<file path="src/rtl/if_fetch_stage.sv">
// -----------------------------------------------------------------------------
// if_fetch_stage
//   Instruction fetch stage: owns the fetch PC, issues word-aligned reads to
//   instruction memory and fills the IF/ID pipeline register.
//   Handles hazard stalls, IF/ID flushes and branch/jump redirects. A redirect
//   can arrive while a read is still outstanding; the stage then waits for that
//   read to complete and throws its data away (DISCARD).
//
// Ports
//   clk, reset          clock, asynchronous active-low reset
//   stall               hold PC and IF/ID
//   flush               force IF/ID to a bubble
//   branch_taken/target branch redirect from ID
//   jump/jump_target    jump redirect from ID (wins over branch)
//   imem_req/addr       instruction memory read request and address
//   imem_ready/rdata    read data valid for imem_addr this cycle
//   pc                  current fetch PC
//   if_id_*             IF/ID register: instruction, PC+4, valid
// -----------------------------------------------------------------------------
module if_fetch_stage #(
    parameter logic [31:0] RESET_PC = 32'h0000_0000
) (
    input  logic        clk,
    input  logic        reset,
    input  logic        stall,
    input  logic        flush,
    input  logic        branch_taken,
    input  logic [31:0] branch_target,
    input  logic        jump,
    input  logic [31:0] jump_target,
    output logic        imem_req,
    output logic [31:0] imem_addr,
    input  logic        imem_ready,
    input  logic [31:0] imem_rdata,
    output logic [31:0] pc,
    output logic [31:0] if_id_instr,
    output logic [31:0] if_id_pc_plus4,
    output logic        if_id_valid
);

    typedef enum logic [1:0] {
        BOOT    = 2'd0,
        FETCH   = 2'd1,
        DISCARD = 2'd2
    } state_t;

    state_t      state_q, state_d;
    logic [31:0] pc_q, pc_d;
    logic [31:0] redirect_pc_q, redirect_pc_d;
    logic        imem_req_q, imem_req_d;
    logic [31:0] if_id_instr_q, if_id_instr_d;
    logic [31:0] if_id_pc_plus4_q, if_id_pc_plus4_d;
    logic        if_id_valid_q, if_id_valid_d;

    logic        redirect;
    logic [31:0] target;
    logic [31:0] pc_plus4;
    logic [31:0] discard_pc;

    assign redirect = jump | branch_taken;
    assign target   = (jump ? jump_target : branch_target) & 32'hFFFF_FFFC;
    assign pc_plus4 = pc_q + 32'd4;
    // While discarding, a fresh redirect replaces the saved one.
    assign discard_pc = redirect ? target : redirect_pc_q;

    always_comb begin
        state_d          = state_q;
        pc_d             = pc_q;
        redirect_pc_d    = redirect_pc_q;
        if_id_instr_d    = if_id_instr_q;
        if_id_pc_plus4_d = if_id_pc_plus4_q;
        if_id_valid_d    = if_id_valid_q;
        logic_bubble : begin end

        case (state_q)
            BOOT: begin
                state_d          = FETCH;
                if_id_instr_d    = 32'd0;
                if_id_pc_plus4_d = 32'd0;
                if_id_valid_d    = 1'b0;
            end
            FETCH: begin
                if (redirect) begin
                    if_id_instr_d    = 32'd0;
                    if_id_pc_plus4_d = 32'd0;
                    if_id_valid_d    = 1'b0;
                    if (imem_ready) begin
                        pc_d = target;
                    end else begin
                        // Keep imem_addr stable until the outstanding read lands.
                        redirect_pc_d = target;
                        state_d       = DISCARD;
                    end
                end else if (stall) begin
                    // Hold everything; returned data is re-requested next cycle.
                end else if (imem_ready) begin
                    pc_d             = pc_plus4;
                    if_id_instr_d    = imem_rdata;
                    if_id_pc_plus4_d = pc_plus4;
                    if_id_valid_d    = 1'b1;
                end else begin
                    if_id_instr_d    = 32'd0;
                    if_id_pc_plus4_d = 32'd0;
                    if_id_valid_d    = 1'b0;
                end
            end
            DISCARD: begin
                if_id_instr_d    = 32'd0;
                if_id_pc_plus4_d = 32'd0;
                if_id_valid_d    = 1'b0;
                redirect_pc_d    = discard_pc;
                if (imem_ready) begin
                    pc_d    = discard_pc;
                    state_d = FETCH;
                end
            end
            default: begin
                state_d          = BOOT;
                if_id_instr_d    = 32'd0;
                if_id_pc_plus4_d = 32'd0;
                if_id_valid_d    = 1'b0;
            end
        endcase

        // Flush wins over stall for IF/ID only; PC behaviour is unaffected.
        if (flush) begin
            if_id_instr_d    = 32'd0;
            if_id_pc_plus4_d = 32'd0;
            if_id_valid_d    = 1'b0;
        end

        imem_req_d = (state_d != BOOT);
    end

    always_ff @(posedge clk or negedge reset) begin
        if (!reset) begin
            state_q          <= BOOT;
            pc_q             <= RESET_PC;
            redirect_pc_q    <= RESET_PC;
            imem_req_q       <= 1'b0;
            if_id_instr_q    <= 32'd0;
            if_id_pc_plus4_q <= 32'd0;
            if_id_valid_q    <= 1'b0;
        end else begin
            state_q          <= state_d;
            pc_q             <= pc_d;
            redirect_pc_q    <= redirect_pc_d;
            imem_req_q       <= imem_req_d;
            if_id_instr_q    <= if_id_instr_d;
            if_id_pc_plus4_q <= if_id_pc_plus4_d;
            if_id_valid_q    <= if_id_valid_d;
        end
    end

    assign imem_req       = imem_req_q;
    assign imem_addr      = pc_q;
    assign pc             = pc_q;
    assign if_id_instr    = if_id_instr_q;
    assign if_id_pc_plus4 = if_id_pc_plus4_q;
    assign if_id_valid    = if_id_valid_q;

endmodule

</file>
<file path="config.mk">
export PLATFORM = sky130hd
export DESIGN_NAME = if_fetch_stage
export DESIGN_NICKNAME = d
export VERILOG_FILES = /design/src/rtl/if_fetch_stage.sv
export SDC_FILE = /design/constraint.sdc
export NUM_CORES = 1
export LEC_CHECK = 0
export CAP_MARGIN = 20
export CORE_MARGIN = 4
export CORE_UTILIZATION = 40
export CTS_BUF_LIST = sky130_fd_sc_hd__clkbuf_16
export CTS_CLUSTER_SIZE = 30
export DETAILED_ROUTE_END_ITERATION = 6
export GPL_TIMING_DRIVEN = 0
export PLACE_DENSITY = 0.71
export SYNTH_ARGS = -nofsm -noshare
export SYNTH_HDL_FRONTEND = slang
export SYNTH_SLANG_ARGS = --single-unit
</file>
<file path="constraint.sdc">
create_clock -name clk -period 2.92 [get_ports clk]
set_input_delay 0.584 -clock clk [delete_from_list [all_inputs] [get_ports clk]]
set_output_delay 0.584 -clock clk [all_outputs]
set_load 0.01 [all_outputs]
</file>
# After elaboration in Yosys (flattened, before gate mapping)
# Cells that the tools add are included.
[word_totals]
inputBits = 103
wordCells = 52
out_inout_bits = 130
regBits = 132
[classes]
bitwise = 1
n_eq_ne = 8
reduce_logical = 5
mux = 30
addsub = 1
[op_table]
columns = ["op", "n"]
rows = [
  ["2-to-1 mux 32 bit", 19],
  ["one-hot mux 32 bit (2 select lines)", 2],
  ["adder 32 x 3 -> 32 bit, second input constant", 1],
  ["inequality test 2 bit, second input constant", 4],
  ["2-to-1 mux 2 bit", 3],
  ["one-hot mux 2 bit (3 select lines)", 1],
  ["2-to-1 mux 1 bit", 5],
  ["inequality test 4 bit, second input constant", 1],
  ["AND reduction 4 bit", 1],
  ["nonzero test 2 bit", 2],
  ["inequality test 3 bit, second input constant", 1],
  ["AND reduction 3 bit", 1],
  ["== test 2 x 1 -> 1 bit, second input constant", 1],
  ["== test 2 bit, second input constant", 1],
  ["zero test 2 bit", 1],
  ["OR 1 bit", 1],
]

# Longest topological paths before layout
# Gate-level depths: netlist of run 1.
[logic_depth]
ltp_word = 6
ltp_mapped = 9
ltp_nobuf = 7

# Worst setup path after synthesis of run 1
# No wires, ideal clock.
[synth_path]
path_kind = "input to register"
start = "input jump"
end = "register if_id_instr_q[14], in the netlist if_id_instr[14]"
setup_ns = 0.066
path_stages = 7
arrival_time_ns = 2.090
path_buffers = 3
required_ns = 2.854
slack_ns = 0.764
cell_sequence = "clkbuf_1 -> nor2_1 -> buf_2 -> nand3b_1 -> nor2_1 -> clkbuf_1 -> a22o_1"
[synth_via]
elab_chain_len = 4
elab_cells_between_ends = 5
cone_classes = "eq/ne (1); mux (3); bitwise (1)"
[synth_rtl]
columns = ["item", "line_no", "text"]
rows = [
  ["from (decl)", "29", "input logic jump,"],
  ["OR 1 bit *", "60", "assign redirect = jump | branch_taken;"],
  ["2-to-1 mux 32 bit", "83", "if (redirect) begin"],
  ["2-to-1 mux 32 bit", "75", "case (state_q)"],
  ["2-to-1 mux 32 bit", "126", "if (flush) begin"],
  ["to (signal assigned)", "149", "if_id_instr_q <= if_id_instr_d;"],
  ["to (decl)", "51", "logic [31:0] if_id_instr_q, if_id_instr_d;"],
]
# Mark *: on every way between the ends. The rest lies on a longest branch, timed or not.
# A chain may end at the register's enable or synchronous reset.

# Worst setup path after layout of run 1
[layout_path]
start = "register pc_q[2], in the netlist imem_addr[2]"
end = "register if_id_pc_plus4_q[26], in the netlist if_id_pc_plus4[26]"
[layout_via]
elab_chain_len = 6
[layout_rtl]
columns = ["item", "line_no", "text"]
rows = [
  ["from (decl)", "48", "logic [31:0] pc_q, pc_d;"],
  ["from (signal assigned)", "146", "pc_q <= pc_d;"],
  ["adder 32 x 3 -> 32 bit", "62", "assign pc_plus4 = pc_q + 32'd4;"],
  ["2-to-1 mux 32 bit", "96", "end else if (imem_ready) begin"],
  ["2-to-1 mux 32 bit", "94", "end else if (stall) begin"],
  ["2-to-1 mux 32 bit", "83", ""],
  ["2-to-1 mux 32 bit", "75", ""],
  ["2-to-1 mux 32 bit", "126", ""],
  ["to (signal assigned)", "150", "if_id_pc_plus4_q <= if_id_pc_plus4_d;"],
  ["to (decl)", "52", "logic [31:0] if_id_pc_plus4_q, if_id_pc_plus4_d;"],
]
# Every way passes these cells. The select of a mux whose other input is x is not followed.

==> results of run 1 <==
-- synth_stat cells, drive strengths merged, types with 2 or more instances --
library cell	number	area [um^2]
xor2	9	78.83
xnor2	19	166.4
mux2i	41	410.4
nor2b	4	25.02
nand2	85	319.1
o31a	3	26.28
o211ai	4	30.03
nor4	4	52.55
a211oi	6	45.04
a21oi	44	220.2
o2bb2ai	3	26.28
a2bb2oi	8	70.07
o211a	2	20.02
dfrtp	132	3303
o31ai	3	22.52
and2	5	31.28
nor3	9	50.05
and3	6	37.54
a31oi	11	68.82
o22ai	4	25.02
buf	47	307.8
mux2	2	22.52
nand3b	10	75.07
and4	2	17.52
ha	6	75.07
a221oi	7	61.31
clkbuf	44	165.2
nand2b	6	37.54
nand3	14	70.07
nand4	15	115.1
o21ai	66	330.3
a22o	62	543.0
o221ai	6	52.55
o21a	2	15.01
inv	14	52.55
nor2	42	157.7
-- sequential cells by signal (all words and copies together), names as in the netlist --
signal / count
redirect_pc_q: 32
imem_req: 1
if_id_valid: 1
if_id_pc_plus4: 32
state_q: 2
if_id_instr: 32
imem_addr: 32
-- layout by cell type (no fill, tap or decap), types with 7 or more instances in the layout --
cell type / netlist / final
clkdlybuf4s50_1: 0 / 225
dfrtp_1: 132 / 132
nand2_1: 85 / 85
o21ai_0: 63 / 63
a22o_1: 62 / 62
a21oi_1: 44 / 44
nor2_1: 42 / 41
mux2i_1: 41 / 41
clkbuf_1: 44 / 38
buf_4: 32 / 32
xnor2_1: 19 / 19
clkbuf_16: 0 / 17
inv_1: 14 / 14
nand3_1: 14 / 14
nand4_1: 13 / 13
a31oi_1: 11 / 11
nand3b_1: 10 / 10
buf_2: 9 / 9
xor2_1: 9 / 9
nor3_1: 8 / 8
a2bb2oi_1: 8 / 8
a221oi_1: 7 / 7
-- through the flow --
step	TNS, ns	instances	setup slack, ns	hold WS, ns
after detailed placement	-21.81	1221	-0.3512	0.4624
after global routing	-0.009709	1253	-0.004749	0.1797
after floorplan	0	765	0.7637	0.2884
after CTS	0	1253	0.08707	0.1509
after global placement	-581.02	1220	-4.246	0.4592
final	0	1253	0.2054	0.1388
-- critical path, stage by stage (launching register included) --
cell	delay, ns
dfrtp_1	0.57
ha_1	0.25
nand3_1	0.32
nor2_1	0.64
nand4_1	0.39
xnor2_1	0.22
a22o_1	0.20
-- layout make-up --
class | count | area, um^2
buffer | 91 | 480.5
clock buffer | 17 | 425.4
clock inverter | 15 | 157.7
fill | 1605 | 7441
inverter | 15 | 56.30
multi-input combinational | 527 | 3461
sequential | 132 | 3303
tap | 229 | 286.5
timing repair buffer | 227 | 2291
-- path summary, 6_finish.rpt --
check	startpoint	to	slack [ns]	depth (start not counted)
worst max-delay path	imem_addr[2]$_DFFE_PN0P_	if_id_pc_plus4[26]$_DFFE_PN0P_	0.21	6
worst min-delay path	reset	if_id_instr[0]$_DFFE_PN0P_	0.14	1
worst max register to register	imem_addr[2]$_DFFE_PN0P_	if_id_pc_plus4[26]$_DFFE_PN0P_	0.21	6
worst min register to register	if_id_pc_plus4[10]$_DFFE_PN0P_	if_id_pc_plus4[10]$_DFFE_PN0P_	0.47	2
max in group asynchronous	reset	imem_addr[9]$_DFFE_PN0P_	2.02	2
min in group clk	if_id_pc_plus4[10]$_DFFE_PN0P_	if_id_pc_plus4[10]$_DFFE_PN0P_	0.47	2
-- metal layers --
metal,vias to the layer above,routed length [um],part of all wire,global-route usage
li1,3252,-,-,-
met1,3385,10470,0.42,0.3337
met2,408,11450,0.46,0.3773
met3,59,2444,0.098,0.05593
met4,0,645,0.026,0.07954
met5,-,0,0,0
-- cell families after synthesis --
| family | count (synthesis) |
|---|---|
| compound gates | 244 |
| xor+xnor | 28 |
| fa+ha+maj | 6 |
| buf+inv | 106 |
| flops | 132 |
| mux | 43 |
| simple gates | 206 |
-- power by group through the flow --
stage | Clock (mW) | Combinational [mW] | Sequential [mW]
global placement | 0 | 3.46 | 2.88
floorplan | 0 | 1.88 | 2.81
detailed placement | 0 | 3.52 | 2.90
global route | 2.23 | 3.86 | 2.95
CTS | 2.15 | 3.53 | 2.87
finish | 2.12 | 3.55 | 2.89
==> results.md, run 1 <==
* Outcome: completed
* Post-synth EDFFs at 0
* Slew margin rel. at 0.4331
* Initial antenna violation count at 0
* Fin nets at between 1,000 and 1,500
* Clock Sink Count at approximately 130
* Post-synthesis cell area at 7273 um^2
* Hold_buf cts at 0
* Cells after synthesis at ~770
* Yosys reg bits at 132
* Critical Path AT at between 3 and 4 ns
* Sw Pwr at 3.263 mW
* Power, Total at ~8.6 mW
* Core ar. at between 15,000 and 20,000 um^2
* Maximum fanout along the worst path at 9
* Clk slew on worst S/H paths at approximately 0.060 ns
* Largest family of logic cells by synthesized area: compound AO/OA/AOI/OAI gates
* Predominant post-synthesis flop cell: dfrtp_1
* Total length of routed wires at ~25 mm
* TritonRoute pass-1 iters at 6
* HP Class: in -> async
* Max-cap violations at 0
* Critical path type: reg -> reg
* Ys Warns at 0
* CTS root buffer: clkbuf_16
* Power Density at 818.5 nW/um^2
* Tcrit/Tclk final at 0.9297
* DP Wirelength at around 19 mm
* First-pass GRT wire length at just under 40 mm
* XOR/XNOR share of the synthesized area at 0.03372
* Seq/Total Area, Yosys at 0.4542
* Die width at 142.8 um
* Placed cell areas at approximately 9900 um^2
* # setup viols final at 0
* Mux contribution to synthesized area at 0.05952
* Sw Share at 0.3811
* Initial Util at 0.4063
* Via count of the first global-routing pass at roughly 6,800
* Cts repair resizes at 0
* Syn_nets at between 800 and 900
* Final hold viol count at 0
* Crit path launch type: flop
* Clock Skew at roughly 0.0055 ns
* Synth Area in Adders at 0.01032
* Slew Viols, Final at 0
* Fin area at around 10,000 um^2
* # DRC at 0
* N_diodes at 0
* Fmax achieved at about 370 MHz
* Compound-cell area share of the yosys netlist at 0.2297
* Iter 0 DRT Violations at 767
* Final Wtd Congestion at 0.9079
* CTS Buffer Depth at 2
* Logic pwr share at 0.415
* H-tree depth at 4
* Grt ovf at 0
* Tmin final at 2.715 ns
* Via count at between 7,000 and 8,000
* Die height at ~140 um
* Peak VDD IR at 0.0005307 V
* Worst setup EP type: flop
* Skew-Pair Late Insertion Delay at 0.43 ns
* Core Rows at between 40 and 50
* Post-synth ARST share at 1.000
* Layout cells sized above 1 at 0.08887
* Largest net degree at the start of global routing at 75
* Buffers on Ports at between 200 and 250
* Worst slew pin tran at between 0.8 and 0.9 ns
* Routed Antenna Nets at 0
* Final core utilization at 0.5844
* Syn avg cell area at ~9.5 um^2
* Mean number of vias per cell at around 5.7
* I/O pin count at between 200 and 250
* Total Die Area at slightly above 20,000 um^2
* Clock share of power at 0.248
* Gr usage total at 0.2417
* Setup Fix Bufs, Post-CTS at 0
* Internal at 5.300 mW
* Worst path required time at 3.23 ns
* Pleak at ~4.5 nW
* Flop pwr share at 0.337
* TritonCTS clock tree: yes
* Cts bufs inserted at 17
* Drt wl/cell at around 20 um
* P&R area growth vs syn at 43.83%
* Netlist cell types at between 60 and 70
* Simple-gate portion of the synthesized area at 0.1399
No activity file was read; power rests on OpenSTA's default activity.
==> run 2: changes to the inputs <==
HOLD_SLACK_MARGIN = 0.03   (was unset)
PLACE_DENSITY = unset   (was 0.71)
PLACE_DENSITY_LB_ADDON = 0.25   (was unset)
==> run 2 against run 1 <==
  * First-iteration DRC count down 23%
  * Power up 0.11%
  * Highest routed layer unchanged
  * Critical endpoint is now imem_addr[14]$_DFFE_PN0P_
  * Maximum frequency down 1.8%
  * Global-route usage up 0.085 points
  * Core utilization about the same
  * Setup slack worse by 0.050 ns
  * Clock-buffer cell count unchanged
  * Combinational power about the same
  * Clock skew about the same
==> results.md, run 2 (synthesis results as in run 1) <==
* Worst path required time at 3.20 ns (was 3.23 ns)
* Die width at 142.8 um (unchanged)
* Leading cell type in the layout, fill and taps excluded: clkdlybuf4s50_1 (unchanged)
* Die height at 142.8 um (unchanged)
* Final Wtd Congestion at 0.8874 (was 0.9079)
* First-pass GRT wire length at 38.84 mm (was 38.54 mm)
* Final core utilization at 0.5844 (about the same)
* Critical Path AT at 3.05 ns (was 3.02 ns)
* Peak VDD IR at 0.0005156 V (was 0.0005307 V)
* Crit path buf inv count at 3 (was 0)
* Worst slew pin tran at 0.8145 ns (was 0.8472 ns)
* Final hold viol count at 0 (unchanged)
* Fmax achieved at 361.7 MHz (was 368.4 MHz)
* Levels on crit path at 9 (was 6)
* Fin nets at 1,120 (unchanged)
* Critical path's top delay family: compound AO/OA/AOI/OAI gates (was simple AND/OR/NAND/NOR gates)
* Skew-Pair Late Insertion Delay at 0.42 ns (was 0.43 ns)
* HP Class: in -> async (unchanged)
* TritonRoute pass-1 iters at 5 (was 6)
* Initial Util at 0.4063 (unchanged)
* Via count of the first global-routing pass at 6,874 (was 6,752)
* Slew Viols, Final at 0 (unchanged)
* Critical path type: reg -> reg (unchanged)
* Crit path launch type: flop (unchanged)
* R2r startpoint: state_q[1]$_DFF_PN0_ (was imem_addr[2]$_DFFE_PN0P_)
* Clock Sink Count at 132 (unchanged)
* Grt ovf at 0 (unchanged)
* R2R cell count at 9 (was 6)
* DP Wirelength at 18.60 mm (was 18.96 mm)
* Total Die Area at 20,400 um^2 (unchanged)
* RSZ-0062 raised after global routing: false
* Via count at 6,966 (was 7,104)
* Initial antenna violation count at 0 (unchanged)
* P&R area growth vs syn at 43.85% (was 43.83%)
* CP cell instances: inv_1, ha_1, clkbuf_1, nor2_1, a311oi_1, clkbuf_1, o21ai_0, nand2_1, o21ai_1 (was ha_1, nand3_1, nor2_1, nand4_1, xnor2_1, a22o_1)
* Pleak at 4.496 nW (was 4.487 nW)
* Leading cell types in the layout, fill and taps excluded: 225 x clkdlybuf4s50_1, 132 x dfrtp_1, 85 x nand2_1 (unchanged)
* CP max stage cell: a311oi_1 (was nor2_1)
* Buffers on Ports at 226 (unchanged)
* Mean number of vias per cell at 5.559 (was 5.670)
* TritonCTS clock tree: yes (unchanged)
* # setup viols final at 0 (unchanged)
* Core ar. at 17,900 um^2 (unchanged)
* Power Density at 819.3 nW/um^2 (was 818.5 nW/um^2)
* Worst setup EP type: flop (unchanged)
* Crit Reg-Reg Endpoint: imem_addr[14]$_DFFE_PN0P_ (was if_id_pc_plus4[26]$_DFFE_PN0P_)
* # DRC at 0 (unchanged)
* Max-cap violations at 0 (unchanged)
* Largest net degree at the start of global routing at 78 (was 75)
* R2R Setup Slk at 0.16 ns (was 0.21 ns)
* Outcome: completed (unchanged)
* Core Rows at 49 (unchanged)
* Drt wl/cell at 19.79 um (was 19.96 um)
* Hold Slack at 0.1231 ns (was 0.1388 ns)
* Setup Fix Bufs, Post-CTS at 0 (unchanged)
* CTS root buffer: clkbuf_16 (unchanged)
* Routed Antenna Nets at 0 (unchanged)
* CTS Buffer Depth at 2 (unchanged)
* Slew margin rel. at 0.4550 (was 0.4331)
* Maximum fanout along the worst path at 10 (was 9)
* I/O pin count at 233 (unchanged)
* Total length of routed wires at 24.80 mm (was 25.01 mm)
* Iter 0 DRT Violations at 590 (was 767)
* Cts bufs inserted at 17 (unchanged)
* N_diodes at 0 (unchanged)
* Clock Skew at 0.005251 ns (was 0.005496 ns)
* Worst path most repeated cell: clkbuf_1
* Tcrit/Tclk final at 0.9469 (was 0.9297)
* Tmin final at 2.765 ns (was 2.715 ns)
* Layout cells sized above 1 at 0.08496 (was 0.08887)
* Cts repair resizes at 0 (unchanged)
* Clk slew on worst S/H paths at 0.06 ns (about the same)
* Hold_buf cts at 0 (unchanged)
* Crit-path max cell delay at 0.69 ns (was 0.64 ns)
* Gr usage total at 0.2426 (was 0.2417)
* H-tree depth at 4 (unchanged)
[run 2: cell type report]
| type | count | area [um^2] |
|---|---|---|
| flip-flops and latches | 132 | 3303 |
| clock inverters | 15 | 165.2 |
| fillers | 1611 | 7440 |
| repair buffers | 227 | 2291 |
| clock buffers | 17 | 425.4 |
| inverters | 15 | 56.30 |
| well taps | 229 | 286.5 |
| multi-input cells | 527 | 3458 |
| plain buffers | 91 | 476.7 |
[run 2: worst max path at each step]
stage	from	end	slack, ns
2_1_floorplan	jump	if_id_instr[14]$_DFFE_PN0P_	0.76
3_3_place_gp	reset	redirect_pc_q[12]$_DFFE_PN0P_	-4.21
3_5_place_dp	branch_taken	if_id_instr[31]$_DFFE_PN0P_	-0.38
4_1_cts	branch_taken	if_id_instr[31]$_DFFE_PN0P_	0.05
5_1_grt	state_q[0]$_DFF_PN0_	imem_addr[21]$_DFFE_PN0P_	0.001
6_report	state_q[1]$_DFF_PN0_	imem_addr[14]$_DFFE_PN0P_	0.16
[run 2: layer usage]
metal	track usage	wire length (um)	part of all wire	vias to the layer above
li1	-	-	-	3251
met1	0.3399	10670	0.43	3281
met2	0.3719	11250	0.45	396
met3	0.05325	2373	0.096	38
met4	0.08604	507	0.020	0
met5	0	0	0	-
[run 2: where the power goes]
part           total, mW  internal [mW]  switching [mW]
logic               3.52           1.76            1.76
registers           2.89           2.27           0.615
clock network       2.16           1.33           0.829
[run 2: per-stage QoR]
stage / area [um^2] / setup slack, ns / cells / power, mW / setup TNS [ns]
floorplan: 7273 / 0.7637 / 765 / 4.687 / 0
global placement: 9822 / -4.212 / 1220 / 6.337 / -576.43
detailed placement: 9851 / -0.3768 / 1221 / 6.405 / -22.43
CTS: 10440 / 0.04927 / 1253 / 8.573 / 0
global route: 10460 / 0.001279 / 1253 / 9.088 / 0
finish: 10460 / 0.1551 / 1253 / 8.572 / 0
[run 2: worst reg2reg max path, stage by stage (launching register included)]
cell,delay (ns)
dfrtp_1,0.45
inv_1,0.11
ha_1,0.14
clkbuf_1,0.33
nor2_1,0.13
a311oi_1,0.69
clkbuf_1,0.41
o21ai_0,0.19
nand2_1,0.12
o21ai_1,0.07
==> run 3: changes to the inputs <==
ABC_AREA = 1   (was unset)
clock period = 3.3 ns   (was 2.92 ns; I/O delays follow)
==> run 3 against run 2 <==
  * Synthesized cell count increased by 13%
  * Combinational power grew 7.7%
  * Sequential cell count unchanged
  * First-iteration DRC count down 19%
  * Non-clock buffer count decreased by 13
  * Sequential power is 10% lower
  * Highest routed layer unchanged
==> results.md, run 3 <==
* Post-synth EDFFs at 0 (unchanged)
* Setup Fix Bufs, Post-CTS at 0 (unchanged)
* Clk slew on worst S/H paths at 0.06 ns (about the same)
* Clock Skew at 0.006457 ns (was 0.005251 ns)
* Crit-path max cell delay at 0.54 ns (was 0.69 ns)
* R2R Setup Slk at 1.19 ns (was 0.16 ns)
* Die height at 141.5 um (was 142.8 um)
* Syn avg cell area at 8.236 um^2 (was 9.507 um^2)
* Final Wtd Congestion at 0.9841 (was 0.8874)
* Crit Reg-Reg Endpoint: imem_addr[29]$_DFFE_PN0P_ (was imem_addr[14]$_DFFE_PN0P_)
* Gr usage total at 0.2291 (was 0.2426)
* Power, Total at 8.351 mW (was 8.572 mW)
* Iter 0 DRT Violations at 478 (was 590)
* Synth top cells by count: 252 x nand2_1, 132 x dfrtp_1, 86 x nor2_1 (was 132 x dfrtp_1, 85 x nand2_1, 63 x o21ai_0)
* Clock Sink Count at 132 (unchanged)
* Worst setup EP type: output port (was flop)
* Crit path launch type: flop (unchanged)
* Syn_nets at 974 (was 874)
* Outcome: completed (unchanged)
* Max-cap violations at 0 (unchanged)
* TritonCTS clock tree: yes (unchanged)
* Seq/Total Area, Yosys at 0.4636 (was 0.4542)
* Slew margin rel. at 0.6018 (was 0.4550)
* CTS root buffer: clkbuf_16 (unchanged)
* # DRC at 0 (unchanged)
* HP Class: in -> async (unchanged)
* RSZ-0062 raised after global routing: false (unchanged)
* Leading cell types in the layout, fill and taps excluded: 252 x nand2_1, 226 x clkdlybuf4s50_1, 132 x dfrtp_1 (was 225 x clkdlybuf4s50_1, 132 x dfrtp_1, 85 x nand2_1)
* Worst slew pin tran at 0.5973 ns (was 0.8145 ns)
* Mean number of vias per cell at 5.081 (was 5.559)
* Initial Util at 0.4105 (was 0.4063)
* Total length of routed wires at 23.02 mm (was 24.80 mm)
* Core Rows at 48 (was 49)
* DP Wirelength at 17.93 mm (was 18.60 mm)
* Post-synth ARST share at 1.000 (unchanged)
* Crit path buf inv count at 2 (was 3)
* Grt ovf at 0 (unchanged)
* Drt wl/cell at 17.05 um (was 19.79 um)
* Tmin final at 2.317 ns
* Predominant post-synthesis flop cell: dfrtp_1 (unchanged)
* Critical path's top delay family: buffers and inverters (was compound AO/OA/AOI/OAI gates)
* Netlist cell types at 37 (was 62)
* Worst path required time at 2.64 ns (was 3.20 ns)
* I/O pin count at 233 (unchanged)
* CP max stage cell: dfrtp_1 (was a311oi_1)
* Area leader, netlist: dfrtp_1 (unchanged)
* Post-synth top area share at 0.4636 (was 0.4542)
* Sw Share at 0.3902 (was 0.3738)
* Internal at 5.092 mW (was 5.368 mW)
* Critical Path AT at 1.66 ns (was 3.05 ns)
* Total Die Area at 20,010 um^2 (was 20,400 um^2)
* Via count of the first global-routing pass at 6,723 (was 6,874)
* Die width at 141.5 um (was 142.8 um)
* Cts repair resizes at 0 (unchanged)
* Flop pwr share at 0.311 (was 0.337)
* # setup viols final at 0 (unchanged)
* P&R area growth vs syn at 44.87% (was 43.85%)
* Routed Antenna Nets at 0 (unchanged)
* Setup TNS at 0 ns (unchanged)
* Fin nets at 1,221 (was 1,120)
* Leading cell type in the layout, fill and taps excluded: nand2_1 (was clkdlybuf4s50_1)
* Clock share of power at 0.235 (was 0.252)
* N_diodes at 0 (unchanged)
* CTS Buffer Depth at 2 (unchanged)
* First-pass GRT wire length at 36.00 mm (was 38.84 mm)
* Post-synthesis cell area at 7124 um^2 (was 7273 um^2)
* Yosys reg bits at 132 (unchanged)
* Hold_buf cts at 0 (unchanged)
* Peak VDD IR at 0.0004307 V (was 0.0005156 V)
* Sw Pwr at 3.259 mW (was 3.204 mW)
* H-tree depth at 4 (unchanged)
* R2R cell count at 9 (unchanged)
* Critical path type: reg -> out (was reg -> reg)
* CP cell instances: buf_4, clkdlybuf4s50_1 (was inv_1, ha_1, clkbuf_1, nor2_1, a311oi_1, clkbuf_1, o21ai_0, nand2_1, o21ai_1)
* Logic pwr share at 0.454 (was 0.411)
* Layout cells sized above 1 at 0.1271 (was 0.08496)
* Tcrit/Tclk final at 0.7023
* Fmax achieved at approximately 430 MHz
* Top-count cell post-synth: nand2_1 (was dfrtp_1)
* Largest cells by area after synthesis: dfrtp_1 46%, nand2_1 13%, a22o_1 6.0% (was dfrtp_1 45%, a22o_1 7.5%, mux2i_1 5.6%)
* Via count at 6,859 (was 6,966)
* Core ar. at 17,360 um^2 (was 17,900 um^2)
* TritonRoute pass-1 iters at 5 (unchanged)
* Final hold viol count at 0 (unchanged)
* Buffers on Ports at 227 (was 226)
* Maximum fanout along the worst path at 7 (was 10)
* Pleak at 4.787 nW (was 4.496 nW)
* Power Density at 809.1 nW/um^2 (was 819.3 nW/um^2)
* Largest net degree at the start of global routing at 72 (was 78)
* Ys Warns at 0 (unchanged)
* Skew-Pair Late Insertion Delay at 0.42 ns (about the same)
* Initial antenna violation count at 0 (unchanged)
* Slew Viols, Final at 0 (unchanged)
* Cts bufs inserted at 17 (unchanged)
* R2r startpoint: state_q[0]$_DFF_PN0_ (was state_q[1]$_DFF_PN0_)
* Cells after synthesis at 865 (was 765)
[run 3: cell count changes in the layout (fill, tap and decap cells not counted), sizes merged, moves of 10 or more]
cell	change
xnor2	-13
nand3	+30
nor2	+58
inv	+33
a31oi	+10
mux2i	-40
a22o	-13
buf	+27
clkbuf	-41
nand4	-15
a21oi	+15
o21ai	-42
nand3b	-10
nand2	+174
[run 3: layer usage]
metal | track usage | vias up | part of all wire
met5 | 0 | - | 0
li1 | - | 3332 | -
met2 | 0.3732 | 279 | 0.47
met1 | 0.3071 | 3210 | 0.43
met4 | 0.08030 | 0 | 0.020
met3 | 0.04415 | 38 | 0.081
[run 3: worst max-delay path by stage]
| stage | from | to | slack, ns | depth (start not counted) |
|---|---|---|---|---|
| after floorplan | jump | redirect_pc_q[12]$_DFFE_PN0P_ | 1.59 | 10 |
| after global placement | reset | imem_addr[0]$_DFFE_PN0P_ | -3.78 | 1 |
| after detailed placement | imem_ready | if_id_pc_plus4[26]$_DFFE_PN0P_ | 0.82 | 8 |
| after CTS | imem_addr[16]$_DFFE_PN0P_ | pc[16] | 0.96 | 2 |
| after global routing | imem_addr[16]$_DFFE_PN0P_ | pc[16] | 0.93 | 2 |
| final | imem_addr[16]$_DFFE_PN0P_ | pc[16] | 0.98 | 2 |
[run 3: area by class of cell]
type | count | area [um^2]
fillers | 1600 | 7036
inverters | 49 | 183.9
well taps | 225 | 281.5
repair buffers | 228 | 2301
plain buffers | 77 | 504.2
clock inverters | 15 | 188.9
multi-input cells | 607 | 3133
flip-flops and latches | 132 | 3303
clock buffers | 17 | 425.4
[run 3: power groups by stage]
stage                     combinational (mW)  sequential, mW  clock, mW
after detailed placement                3.78            2.61          0
after floorplan                         2.15            2.54          0
after global routing                    4.17            2.65       2.04
after global placement                  3.72            2.60          0
final                                   3.79            2.59       1.96
after CTS                               3.80            2.59       1.98
[run 3: logic make-up (layout without fill, tap and decap cells)]
logic type | Yosys count | in the layout | share of synthesized area
mux | 1 | 1 | 0.001405
compound gates | 176 | 176 | 0.1649
buf+inv | 126 | 386 | 0.09659
simple gates | 408 | 408 | 0.2422
flops | 132 | 132 | 0.4636
fa+ha+maj | 6 | 6 | 0.01054
xor+xnor | 16 | 16 | 0.02072
[run 3: through the flow]
step	cell area, um^2	hold WS (ns)	setup slack (ns)	util	std cells
6_report	10320	0.2163	0.9826	0.5947	1350
5_1_grt	10320	0.2648	0.9339	0.5947	1350
4_1_cts	10320	0.2392	0.9569	0.5947	1350
3_5_place_dp	9707	0.4628	0.8215	0.5593	1318
3_3_place_gp	9678	0.4557	-3.782	0.5576	1317
2_1_floorplan	7124	0.3644	1.586	-	865
[run 3: worst register-to-register path, cell delays in order, from the launching register on]
cell and delay (ns):
dfrtp_1 0.42, inv_1 0.10, ha_1 0.15, clkbuf_2 0.23, nor2_1 0.11, nor2_1 0.13, nand2_2 0.09, buf_4 0.17
a211oi_1 0.43, a22oi_1 0.13
